===== config.mk =====
export PLATFORM = sky130hd
export DESIGN_NAME = sprite_ram_arbiter_flat
export DESIGN_NICKNAME = d
export VERILOG_FILES = /design/src/rtl/sprite_ram_arbiter_pkg.sv /design/src/rtl/sprite_ram_arbiter_if.sv /design/src/rtl/sprite_ram_arbiter_rr_pick.sv /design/src/rtl/sprite_ram_arbiter.sv /design/src/flat_wrapper.sv
export SDC_FILE = /design/constraint.sdc
export NUM_CORES = 1
export LEC_CHECK = 0
export BUFFER_PORTS_ARGS = -buffer_cell sky130_fd_sc_hd__buf_2
export CORE_MARGIN = 2
export CORE_UTILIZATION = 40
export DETAILED_ROUTE_END_ITERATION = 10
export PLACE_DENSITY = 0.73
export SLEW_MARGIN = 20
export SYNTH_ARGS = -nofsm -noshare
export SYNTH_HDL_FRONTEND = slang
export SYNTH_SLANG_ARGS = --single-unit

===== constraint.sdc =====
create_clock -name Clk -period 3.6 [get_ports Clk]
set_clock_uncertainty 0.1 [all_clocks]
set_input_delay 0.36 -clock Clk [delete_from_list [all_inputs] [get_ports Clk]]
set_output_delay 0.36 -clock Clk [all_outputs]
set_load 0.005 [all_outputs]

===== src/rtl/sprite_ram_arbiter_pkg.sv =====
// Shared types for the sprite frame-RAM read arbiter: FSM state, return-tag type
// and the round-robin pointer increment helper.
package sprite_arb_pkg;

  typedef enum logic {
    IDLE  = 1'b0,
    BURST = 1'b1
  } arb_state_e;

  localparam int MAX_REQ = 8;

  // One-hot tag of the requester whose read is in flight in the RAM
  typedef logic [MAX_REQ-1:0] tag_t;

  function automatic int wrap_inc(input int v, input int n);
    return (v + 1 >= n) ? 0 : v + 1;
  endfunction

endpackage


===== src/rtl/sprite_ram_arbiter_if.sv =====
// Requester/RAM bus of the sprite RAM arbiter. The write port only exists when
// SPRITE_ARB_WRITE_EN is defined.
interface sprite_ram_arbiter_if
  import sprite_arb_pkg::*;
#(
  parameter int N_REQ  = 4,
  parameter int ADDR_W = 19,
  parameter int DATA_W = 5
);

  logic [N_REQ-1:0]        req;
  logic [N_REQ-1:0]        req_lock;
  logic [N_REQ*ADDR_W-1:0] req_addr;
  logic [N_REQ-1:0]        gnt;
  logic [N_REQ-1:0]        rd_valid;
  logic [DATA_W-1:0]       rd_data;
  logic [ADDR_W-1:0]       ram_read_address;
  logic                    ram_we;
  logic [ADDR_W-1:0]       ram_write_address;
  logic [DATA_W-1:0]       ram_data_In;
  logic [DATA_W-1:0]       ram_data_Out;

`ifdef SPRITE_ARB_WRITE_EN
  logic                    wr_req;
  logic [ADDR_W-1:0]       wr_addr;
  logic [DATA_W-1:0]       wr_data;
  logic                    wr_gnt;

  modport master (
    output req, req_lock, req_addr, ram_data_Out, wr_req, wr_addr, wr_data,
    input  gnt, rd_valid, rd_data, ram_read_address, ram_we, ram_write_address,
           ram_data_In, wr_gnt
  );

  modport slave (
    input  req, req_lock, req_addr, ram_data_Out, wr_req, wr_addr, wr_data,
    output gnt, rd_valid, rd_data, ram_read_address, ram_we, ram_write_address,
           ram_data_In, wr_gnt
  );
`else
  modport master (
    output req, req_lock, req_addr, ram_data_Out,
    input  gnt, rd_valid, rd_data, ram_read_address, ram_we, ram_write_address,
           ram_data_In
  );

  modport slave (
    input  req, req_lock, req_addr, ram_data_Out,
    output gnt, rd_valid, rd_data, ram_read_address, ram_we, ram_write_address,
           ram_data_In
  );
`endif

endinterface


===== src/rtl/sprite_ram_arbiter_rr_pick.sv =====
// Rotating priority encoder: first set request at or after i_ptr, wrapping
// modulo N_REQ, returned both one-hot and as an index.
module rr_pick
  import sprite_arb_pkg::*;
#(
  parameter int N_REQ = 4,
  parameter int IDX_W = $clog2(N_REQ)
) (
  input  logic [N_REQ-1:0] i_req,
  input  logic [IDX_W-1:0] i_ptr,
  output logic [N_REQ-1:0] o_grant,
  output logic [IDX_W-1:0] o_idx,
  output logic             o_found
);

  always_comb begin
    logic [IDX_W-1:0] w_pos;
    // NOTE: every output gets a default before the loop, so no path through
    // this block leaves one unassigned and no latch is inferred.
    o_grant = '0;
    o_idx   = '0;
    o_found = 1'b0;
    w_pos   = '0;
    for (int k = 0; k < N_REQ; k++) begin
      w_pos = IDX_W'((int'(i_ptr) + k) % N_REQ);
      if (!o_found && i_req[w_pos]) begin
        o_found        = 1'b1;
        o_idx          = w_pos;
        o_grant[w_pos] = 1'b1;
      end
    end
  end

endmodule


===== src/rtl/sprite_ram_arbiter.sv =====
// Round-robin arbiter sharing one registered-read frame RAM among N_REQ pixel
// fetchers, with capped locked bursts. Optional write port: SPRITE_ARB_WRITE_EN.
module sprite_ram_arbiter
  import sprite_arb_pkg::*;
#(
  parameter int N_REQ     = 4,
  parameter int ADDR_W    = 19,
  parameter int DATA_W    = 5,
  parameter int BURST_MAX = 8
) (
  input  logic                 Clk,
  input  logic                 Reset_n,
  sprite_ram_arbiter_if.slave  bus
);

  localparam int               IDX_W = $clog2(N_REQ);
  localparam logic [N_REQ-1:0] ONE   = N_REQ'(1);

  arb_state_e        r_state;
  logic [IDX_W-1:0]  r_rr_ptr;
  logic [IDX_W-1:0]  r_owner;
  logic [7:0]        r_beat_cnt;
  tag_t              r_tag;
  logic [ADDR_W-1:0] r_last_addr;

  logic              w_wr_active;
  logic              w_arb_en;
  logic              w_cap;
  logic              w_hold;
  logic              w_found;
  logic              w_xfer;
  logic [N_REQ-1:0]  w_owner_oh;
  logic [N_REQ-1:0]  w_pick_req;
  logic [N_REQ-1:0]  w_pick_oh;
  logic [N_REQ-1:0]  w_gnt;
  logic [IDX_W-1:0]  w_pick_idx;
  logic [IDX_W-1:0]  w_sel_idx;
  logic [ADDR_W-1:0] w_sel_addr;

`ifdef SPRITE_ARB_WRITE_EN
  assign w_wr_active           = bus.wr_req & Reset_n;
  assign bus.wr_gnt            = w_wr_active;
  assign bus.ram_we            = w_wr_active;
  assign bus.ram_write_address = w_wr_active ? bus.wr_addr : '0;
  assign bus.ram_data_In       = w_wr_active ? bus.wr_data : '0;
`else
  assign w_wr_active           = 1'b0;
  assign bus.ram_we            = 1'b0;
  assign bus.ram_write_address = '0;
  assign bus.ram_data_In       = '0;
`endif

  // A write or an asserted reset blocks every read grant in the current cycle
  assign w_arb_en   = Reset_n & ~w_wr_active;
  assign w_owner_oh = ONE << r_owner;
  assign w_cap      = (r_state == BURST) && (r_beat_cnt == 8'(BURST_MAX));
  assign w_hold     = (r_state == BURST) && !w_cap && bus.req[r_owner];

  // At the burst cap the owner sits out one arbitration round
  assign w_pick_req = bus.req & ~(w_cap ? w_owner_oh : '0);

  rr_pick #(
    .N_REQ (N_REQ),
    .IDX_W (IDX_W)
  ) u_rr_pick (
    .i_req   (w_pick_req),
    .i_ptr   (r_rr_ptr),
    .o_grant (w_pick_oh),
    .o_idx   (w_pick_idx),
    .o_found (w_found)
  );

  assign w_xfer     = w_arb_en & (w_hold | w_found);
  assign w_sel_idx  = w_hold ? r_owner : w_pick_idx;
  assign w_sel_addr = bus.req_addr[w_sel_idx*ADDR_W +: ADDR_W];
  assign w_gnt      = !w_arb_en ? '0 : (w_hold ? w_owner_oh : w_pick_oh);

  assign bus.gnt              = w_gnt;
  assign bus.ram_read_address = w_xfer ? w_sel_addr : r_last_addr;
  assign bus.rd_valid         = r_tag[N_REQ-1:0];
  assign bus.rd_data          = (|r_tag) ? bus.ram_data_Out : '0;

  always_ff @(posedge Clk or negedge Reset_n) begin
    if (!Reset_n) begin
      r_state     <= IDLE;
      r_rr_ptr    <= '0;
      r_owner     <= '0;
      r_beat_cnt  <= '0;
      r_tag       <= '0;
      r_last_addr <= '0;
    end else if (w_wr_active) begin
      // Write cycle: no read issued, burst progress and pointer frozen
      r_tag <= '0;
    end else begin
      // NOTE: non-blocking assignments, so every decision below uses the
      // pre-edge register values regardless of statement order.
      r_tag <= tag_t'(w_gnt);
      if (w_xfer) r_last_addr <= w_sel_addr;
      if (w_hold) begin
        r_beat_cnt <= r_beat_cnt + 8'd1;
        if (!bus.req_lock[r_owner]) r_state <= IDLE;
      end else if (w_found) begin
        r_rr_ptr <= IDX_W'(wrap_inc(int'(w_pick_idx), N_REQ));
        if (bus.req_lock[w_pick_idx]) begin
          r_state    <= BURST;
          r_owner    <= w_pick_idx;
          r_beat_cnt <= 8'd1;
        end else begin
          r_state <= IDLE;
        end
      end else begin
        r_state <= IDLE;
      end
    end
  end

endmodule

===== src/flat_wrapper.sv =====
// flat-port wrapper written by rule: the top's interface ports become plain ports
module sprite_ram_arbiter_flat import sprite_arb_pkg::*;
#(
  parameter int N_REQ     = 4,
  parameter int ADDR_W    = 19,
  parameter int DATA_W    = 5,
  parameter int BURST_MAX = 8
)
  (Clk, Reset_n, bus_req, bus_req_lock, bus_req_addr, bus_ram_data_Out, bus_gnt, bus_rd_valid, bus_rd_data, bus_ram_read_address, bus_ram_we, bus_ram_write_address, bus_ram_data_In);
  sprite_ram_arbiter_if #(.N_REQ(N_REQ), .ADDR_W(ADDR_W), .DATA_W(DATA_W)) bus_i ();
  input  logic Clk;
  input  logic Reset_n;
  input wire logic [$bits(bus_i.req)-1:0] bus_req;
  input wire logic [$bits(bus_i.req_lock)-1:0] bus_req_lock;
  input wire logic [$bits(bus_i.req_addr)-1:0] bus_req_addr;
  input wire logic [$bits(bus_i.ram_data_Out)-1:0] bus_ram_data_Out;
  output wire logic [$bits(bus_i.gnt)-1:0] bus_gnt;
  output wire logic [$bits(bus_i.rd_valid)-1:0] bus_rd_valid;
  output wire logic [$bits(bus_i.rd_data)-1:0] bus_rd_data;
  output wire logic [$bits(bus_i.ram_read_address)-1:0] bus_ram_read_address;
  output wire logic [$bits(bus_i.ram_we)-1:0] bus_ram_we;
  output wire logic [$bits(bus_i.ram_write_address)-1:0] bus_ram_write_address;
  output wire logic [$bits(bus_i.ram_data_In)-1:0] bus_ram_data_In;
  assign bus_i.req = bus_req;
  assign bus_i.req_lock = bus_req_lock;
  assign bus_i.req_addr = bus_req_addr;
  assign bus_i.ram_data_Out = bus_ram_data_Out;
  assign bus_gnt = bus_i.gnt;
  assign bus_rd_valid = bus_i.rd_valid;
  assign bus_rd_data = bus_i.rd_data;
  assign bus_ram_read_address = bus_i.ram_read_address;
  assign bus_ram_we = bus_i.ram_we;
  assign bus_ram_write_address = bus_i.ram_write_address;
  assign bus_ram_data_In = bus_i.ram_data_In;
  sprite_ram_arbiter #(.N_REQ(N_REQ), .ADDR_W(ADDR_W), .DATA_W(DATA_W), .BURST_MAX(BURST_MAX)) u_core (.Clk(Clk), .Reset_n(Reset_n), .bus(bus_i));
endmodule

After elaboration in Yosys (flattened, before gate mapping)
Cells that the tools add are included.
{ "word_totals": {"regBits": 36, "output_inout_bits": 57, "inputBits": 91, "word_cells": 103} }
{ "op_classes": {"n_eq_ne": 2, "n_reduce_logical": 20, "mul": 1, "muxes": 48, "bitwise_logic": 8, "shift": 2, "addsub": 5, "n_lt_le_gt_ge": 11} }
{ "op_table": {"columns": ["op", "n"], "rows": [
  ["indexed part select 76 x 8 -> 19 bit", 1],
  ["two-way mux 4 bit", 7],
  ["two-way mux 8 bit", 3],
  ["two-way mux 1 bit", 19],
  ["two-way mux 19 bit", 1],
  ["< comparator 2 x 3 -> 1 bit, second input constant", 6],
  ["binary-select mux 1 bit (select 2 bit)", 7],
  ["two-way mux 2 bit", 6],
  ["OR 4 bit", 3],
  ["logical AND 1 bit", 10],
  ["adder 8 x 1 -> 8 bit, second input constant", 1],
  ["demux 1 bit (select 2 bit)", 4],
  ["equality test 8 x 4 -> 1 bit, second input constant", 1],
  [">= comparator 2 x 1 -> 1 bit, second input constant", 4],
  ["multiplier 2 x 5 -> 7 bit, second input constant", 1],
  ["two-way mux 5 bit", 1],
  ["adder 2 bit, second input constant", 2],
  ["AND 4 bit", 1],
  ["logical NOT 1 bit", 4],
  ["NOT 4 bit", 1],
  ["AND reduction 2 bit", 2],
  ["nonzero test 2 bit", 2],
  ["OR reduction 4 bit", 1],
  ["left shift 1 x 2 -> 4 bit, first input constant", 1],
  ["8 further kinds", 8]
]} }

Depth between registers and ports, before layout
{ "depth": {"word_depth": 22, "depth_mapped": 13, "depth_no_buf": 10} }

Modules after synthesis
From an unflattened synthesis, not the netlist that was laid out.
{ "hier_totals": {"cells_unflattened": 284, "hier_area_um2": 2926.6} }
{ "modules_own_cells": {"columns": ["mod", "instances", "seq_area_each_um2", "area_each_um2", "cells_each"], "rows": [
  ["sprite_ram_arbiter", 1, 900.9, 2507.4, 239],
  ["rr_pick", 1, 0.0, 419.2, 45]
]} }

Worst setup path before layout
OpenSTA, ideal clock, no wires.
{ "synth_path": {"path_type": "register -> output", "start": "register u_core.r_beat_cnt[0]", "end": "output port bus_ram_read_address[10]", "stages_incl_launch_ff": 13, "path_buffers": 2, "setup_slack_ps": -172, "t_required_ps": 3140, "t_arrival_ps": 3312, "path_cell_list": "dfrtp_1 > inv_1 > ha_1 > or4b_1 > buf_6 > o311a_1 > o21a_1 > or4_1 > a32oi_1 > buf_2 > mux2_2 > a32oi_1 > o21ai_1"} }
{ "synth_via": {"elab_chain_len": 21, "elab_cells_between_ends": 36, "classes_between": "mul: 1; eq/ne: 1; shift: 1; mux: 19; bitwise: 4; reduce/logical: 10"} }
{ "synth_rtl": {"columns": ["item", "line", "source"], "rows": [
  ["start, declared", "sprite_ram_arbiter.sv:22", "logic [7:0] r_beat_cnt;"],
  ["start signal, assigned", "sprite_ram_arbiter.sv:100", "r_beat_cnt <= r_beat_cnt + 8'd1;"],
  ["equality test 8 x 4 -> 1 bit (*)", "sprite_ram_arbiter.sv:56", "assign w_cap = (r_state == BURST) && (r_beat_cnt == 8'(BURST_MAX));"],
  ["logical AND 1 bit (*)", "sprite_ram_arbiter.sv:56", null],
  ["two-way mux 4 bit", "sprite_ram_arbiter.sv:60", "assign w_pick_req = bus.req & ~(w_cap ? w_owner_oh : '0);"],
  ["NOT 4 bit", "sprite_ram_arbiter.sv:60", null],
  ["AND 4 bit", "sprite_ram_arbiter.sv:60", null],
  ["binary-select mux 1 bit (select 2 bit)", "sprite_ram_arbiter_rr_pick.sv:26", "if (!o_found && i_req[w_pos]) begin"],
  ["two-way mux 1 bit (not written as such)", "sprite_ram_arbiter_rr_pick.sv:26", null],
  ["two-way mux 1 bit", "sprite_ram_arbiter_rr_pick.sv:26", null],
  ["[... 5 more ...]", null, null],
  ["two-way mux 1 bit", "sprite_ram_arbiter_rr_pick.sv:26", null],
  ["logical NOT 1 bit", "sprite_ram_arbiter_rr_pick.sv:26", null],
  ["logical AND 1 bit", "sprite_ram_arbiter_rr_pick.sv:26", null],
  ["two-way mux 2 bit", "sprite_ram_arbiter_rr_pick.sv:26", null],
  ["two-way mux 2 bit", "sprite_ram_arbiter.sv:74", "assign w_sel_idx = w_hold ? r_owner : w_pick_idx;"],
  ["multiplier 2 x 5 -> 7 bit", "sprite_ram_arbiter.sv:75", "assign w_sel_addr = bus.req_addr[w_sel_idx*ADDR_W +: ADDR_W];"],
  ["indexed part select 76 x 8 -> 19 bit", "sprite_ram_arbiter.sv:75", null],
  ["two-way mux 19 bit (*)", "sprite_ram_arbiter.sv:79", "assign bus.ram_read_address = w_xfer ? w_sel_addr : r_last_addr;"],
  ["end, declared", "flat_wrapper.sv:20", "output wire logic [$bits(bus_i.ram_read_address)-1:0] bus_ram_read_address;"]
]} }
Every way passes the cells marked *; elsewhere a longest branch is shown, timed or not. The select of a mux whose other input is x is not followed.

Worst setup path after layout
{ "layout_path": {"start": "register u_core.r_beat_cnt[0]", "end": "output port bus_ram_read_address[7]"} }
Same word-level chain as after synthesis.

==> results.json <==
{
  "drt_iter0_drc": 340,
  "yosysWarnings": 0,
  "area_growth_syn_to_layout_pct": 49.9,
  "max_freq_mhz": 240,
  "place_ws_ns": -0.273,
  "nets": 618,
  "leakage_nw": 2.28,
  "worst_pin_slew_ns": 0.753,
  "report.final.slew_viol_count": 0,
  "hold_class": "in -> async",
  "vias_per_cell": 5.63,
  "gp_congestion": 0.896,
  "cts_buffer_depth": 2,
  "path_clk_slew_ns": 0.08,
  "grt-ovfl-total": 0,
  "cp-end-kind": "output port",
  "gr-usage-all-layers_pct": 23.3,
  "dr_total_vias": 3488,
  "drt-pass1-iter-count": 5,
  "initial_core_util_pct": 40.8,
  "yosys_register_bits": 36,
  "vdd_ir_drop_max_uv": 522,
  "die_h_um": 92.3,
  "numCtsBuffers": 5,
  "final_common_cell": "buf_2",
  "power_density_nw_per_um2": 995,
  "die_x_um": 92.3,
  "synth_ff_type": "dfrtp_1",
  "ys_async_sr_fraction_pct": 100,
  "status": "complete, but fails checks",
  "grt_max_degree": 41,
  "diodes": 0,
  "dp_hpwl_mm": 7.42,
  "wl_per_cell_um": 17.1,
  "ios": 148,
  "rows": 32,
  "min_period_over_period_pct": 116,
  "crit_required_ns": 3.14,
  "final_core_util_pct": 61.1,
  "fill_cells": 616,
  "coreArea_um2": 7650,
  "hold_viol": 0,
  "ys_types": 69,
  "final.min_clock_period_ns": 4.17,
  "cts_num_sinks": 36,
  "grt_pass1_vias": 3362,
  "cts_root_buffer": "clkbuf_8",
  "port_buffers": 122,
  "grt_first_pass_wirelength_mm": 15.9,
  "syn_area_um2": 3120,
  "drc": 0,
  "die-area_um2": 8520,
  "setup_ws_ns": -0.575,
  "antenna_found_initial": 0,
  "ant_nets": 0,
  "violations": "setup timing",
  "cp_max_fo": 5,
  "cts_tree": "yes",
  "syn_inst": 334,
  "path_class": "reg -> out",
  "startpoint_type": "flip-flop",
  "relSlewSlack_pct": 49.4,
  "layout-drive-gt1-share_pct": 54.2,
  "maxCapViolCount": 0,
  "routed_wl_mm": 10.6,
  "insertion_delay_ns": 0.29,
  "arrival_ns": 3.71,
  "cts_max_level": 2,
  "avgSynthCellArea_um2": 9.34,
  "final_cell_mix": "buf_2, buf_4, dfrtp_1",
  "finalSetupViolations": 21,
  "yosysSeqAreaShare_pct": 28.9,
  "synth_edf_count": 0,
  "rsz0062_at_grt": "true"
}
==> where the power goes <==
group          switching, mW  total [mW]  internal [mW]
clock network          0.153       0.306          0.153
registers             0.0965       0.672          0.576
logic                   1.80        3.67           1.87
total                   2.05        4.65           2.60
==> final cells by class <==
type	instances	area [um2]	area share [%]
multi-input combinational	268	2250	48.1
timing repair buffer	198	1270	27.2
sequential	36	901	19.3
tap	102	128	2.73
clock buffer	6	82.6	1.77
inverter	8	30.0	0.642
clock inverter	2	10.0	0.214
==> state kept, by name, indices dropped and copies added (netlist names) <==
name,cells
u_core.r_last_addr,19
u_core.r_beat_cnt,8
u_core.r_tag,4
u_core.r_owner,2
u_core.r_rr_ptr,2
u_core.r_state,1
==> Yosys cell counts, types with 6 or more instances <==
master / number / share of area [%]
clkbuf_1: 10 / 1.2
buf_4: 27 / 6.5
mux2_2: 19 / 6.9
o21ai_1: 11 / 1.8
a32oi_1: 21 / 5.9
nor2b_1: 6 / 1.2
nor3_1: 7 / 1.1
inv_1: 8 / 0.96
xor2_1: 7 / 2.0
nand3_1: 16 / 2.6
o21ai_0: 17 / 2.7
ha_1: 10 / 4.0
a21oi_1: 9 / 1.4
mux2i_1: 26 / 8.3
nand2_1: 17 / 2.0
dfrtp_1: 36 / 29
nor2_1: 10 / 1.2
==> worst max-delay path, stage by stage (launching register included) <==
cell and delay, ns:
dfrtp_1 0.40, inv_2 0.09, ha_4 0.12, or4b_4 0.49
o311a_1 0.34, o21a_1 0.22, or4_4 0.44, a32oi_4 0.27
buf_12 0.16, buf_16 0.12, mux2_4 0.30, a32oi_2 0.22
o21ai_2 0.10, buf_2 0.14
==> metrics by stage <==
| step | cell area [um2] | setup TNS, ns | hold slack, ns | power [mW] | instances |
|---|---|---|---|---|---|
| after floorplan | 3320 | -0.368 | -0.0356 | 2.64 | 358 |
| after global placement | 4240 | -2.93 | 0.358 | 3.60 | 599 |
| after detailed placement | 4240 | -4.09 | 0.363 | 3.68 | 599 |
| after CTS | 4590 | -10.16 | 0.0471 | 4.49 | 622 |
| after global routing | 4670 | -13.06 | 0.0754 | 4.94 | 620 |
| final | 4670 | -10.03 | 0.0424 | 4.65 | 620 |
==> what timing repair did <==
action	in CTS	in global routing
hold buffers	0	0
cloned	2	0
setup endpoints to repair	23	44
setup buffers	13	5
pin swaps	9	6
resized for setup	26	24
==> cells by family after synthesis <==
| family | count (synthesis) | share of synthesized area (%) |
|---|---|---|
| adder cells (fa/ha/maj) | 10 | 4.01 |
| multiplexers | 47 | 16.4 |
| buffers and inverters | 54 | 11.3 |
| AO/OA/AOI/OAI | 99 | 23.4 |
| XOR/XNOR | 8 | 2.25 |
| AND/OR/NAND/NOR | 79 | 13.6 |
| other | 1 | 0.120 |
| flip-flops | 36 | 28.9 |
==> routing by layer <==
layer / vias up / global-route usage, % / wire length (um)
li1: 1600 / - / -
met1: 1675 / 28.9 / 4110
met2: 183 / 40.9 / 5500
met3: 30 / 4.07 / 716
met4: 0 / 8.08 / 244
met5: - / 0 / 0
==> path summary, 6_finish.rpt <==
check | from | endpoint | slack (ns) | depth (start not counted)
worst min-delay path | Reset_n | u_core.r_last_addr[6] | 0.04 | 2
worst min register to register | u_core.r_last_addr[11] | u_core.r_last_addr[11] | 0.39 | 2
worst max-delay path | u_core.r_beat_cnt[0] | bus_ram_read_address[7] | -0.57 | 13
max in group asynchronous | Reset_n | u_core.r_owner[1] | 3.02 | 2
min in group Clk | bus_req_addr[34] | u_core.r_last_addr[15] | 0.27 | 3
worst max register to register | u_core.r_beat_cnt[0] | u_core.r_last_addr[7] | 0.01 | 13
Note: power is estimated with default switching activity, not from simulation.
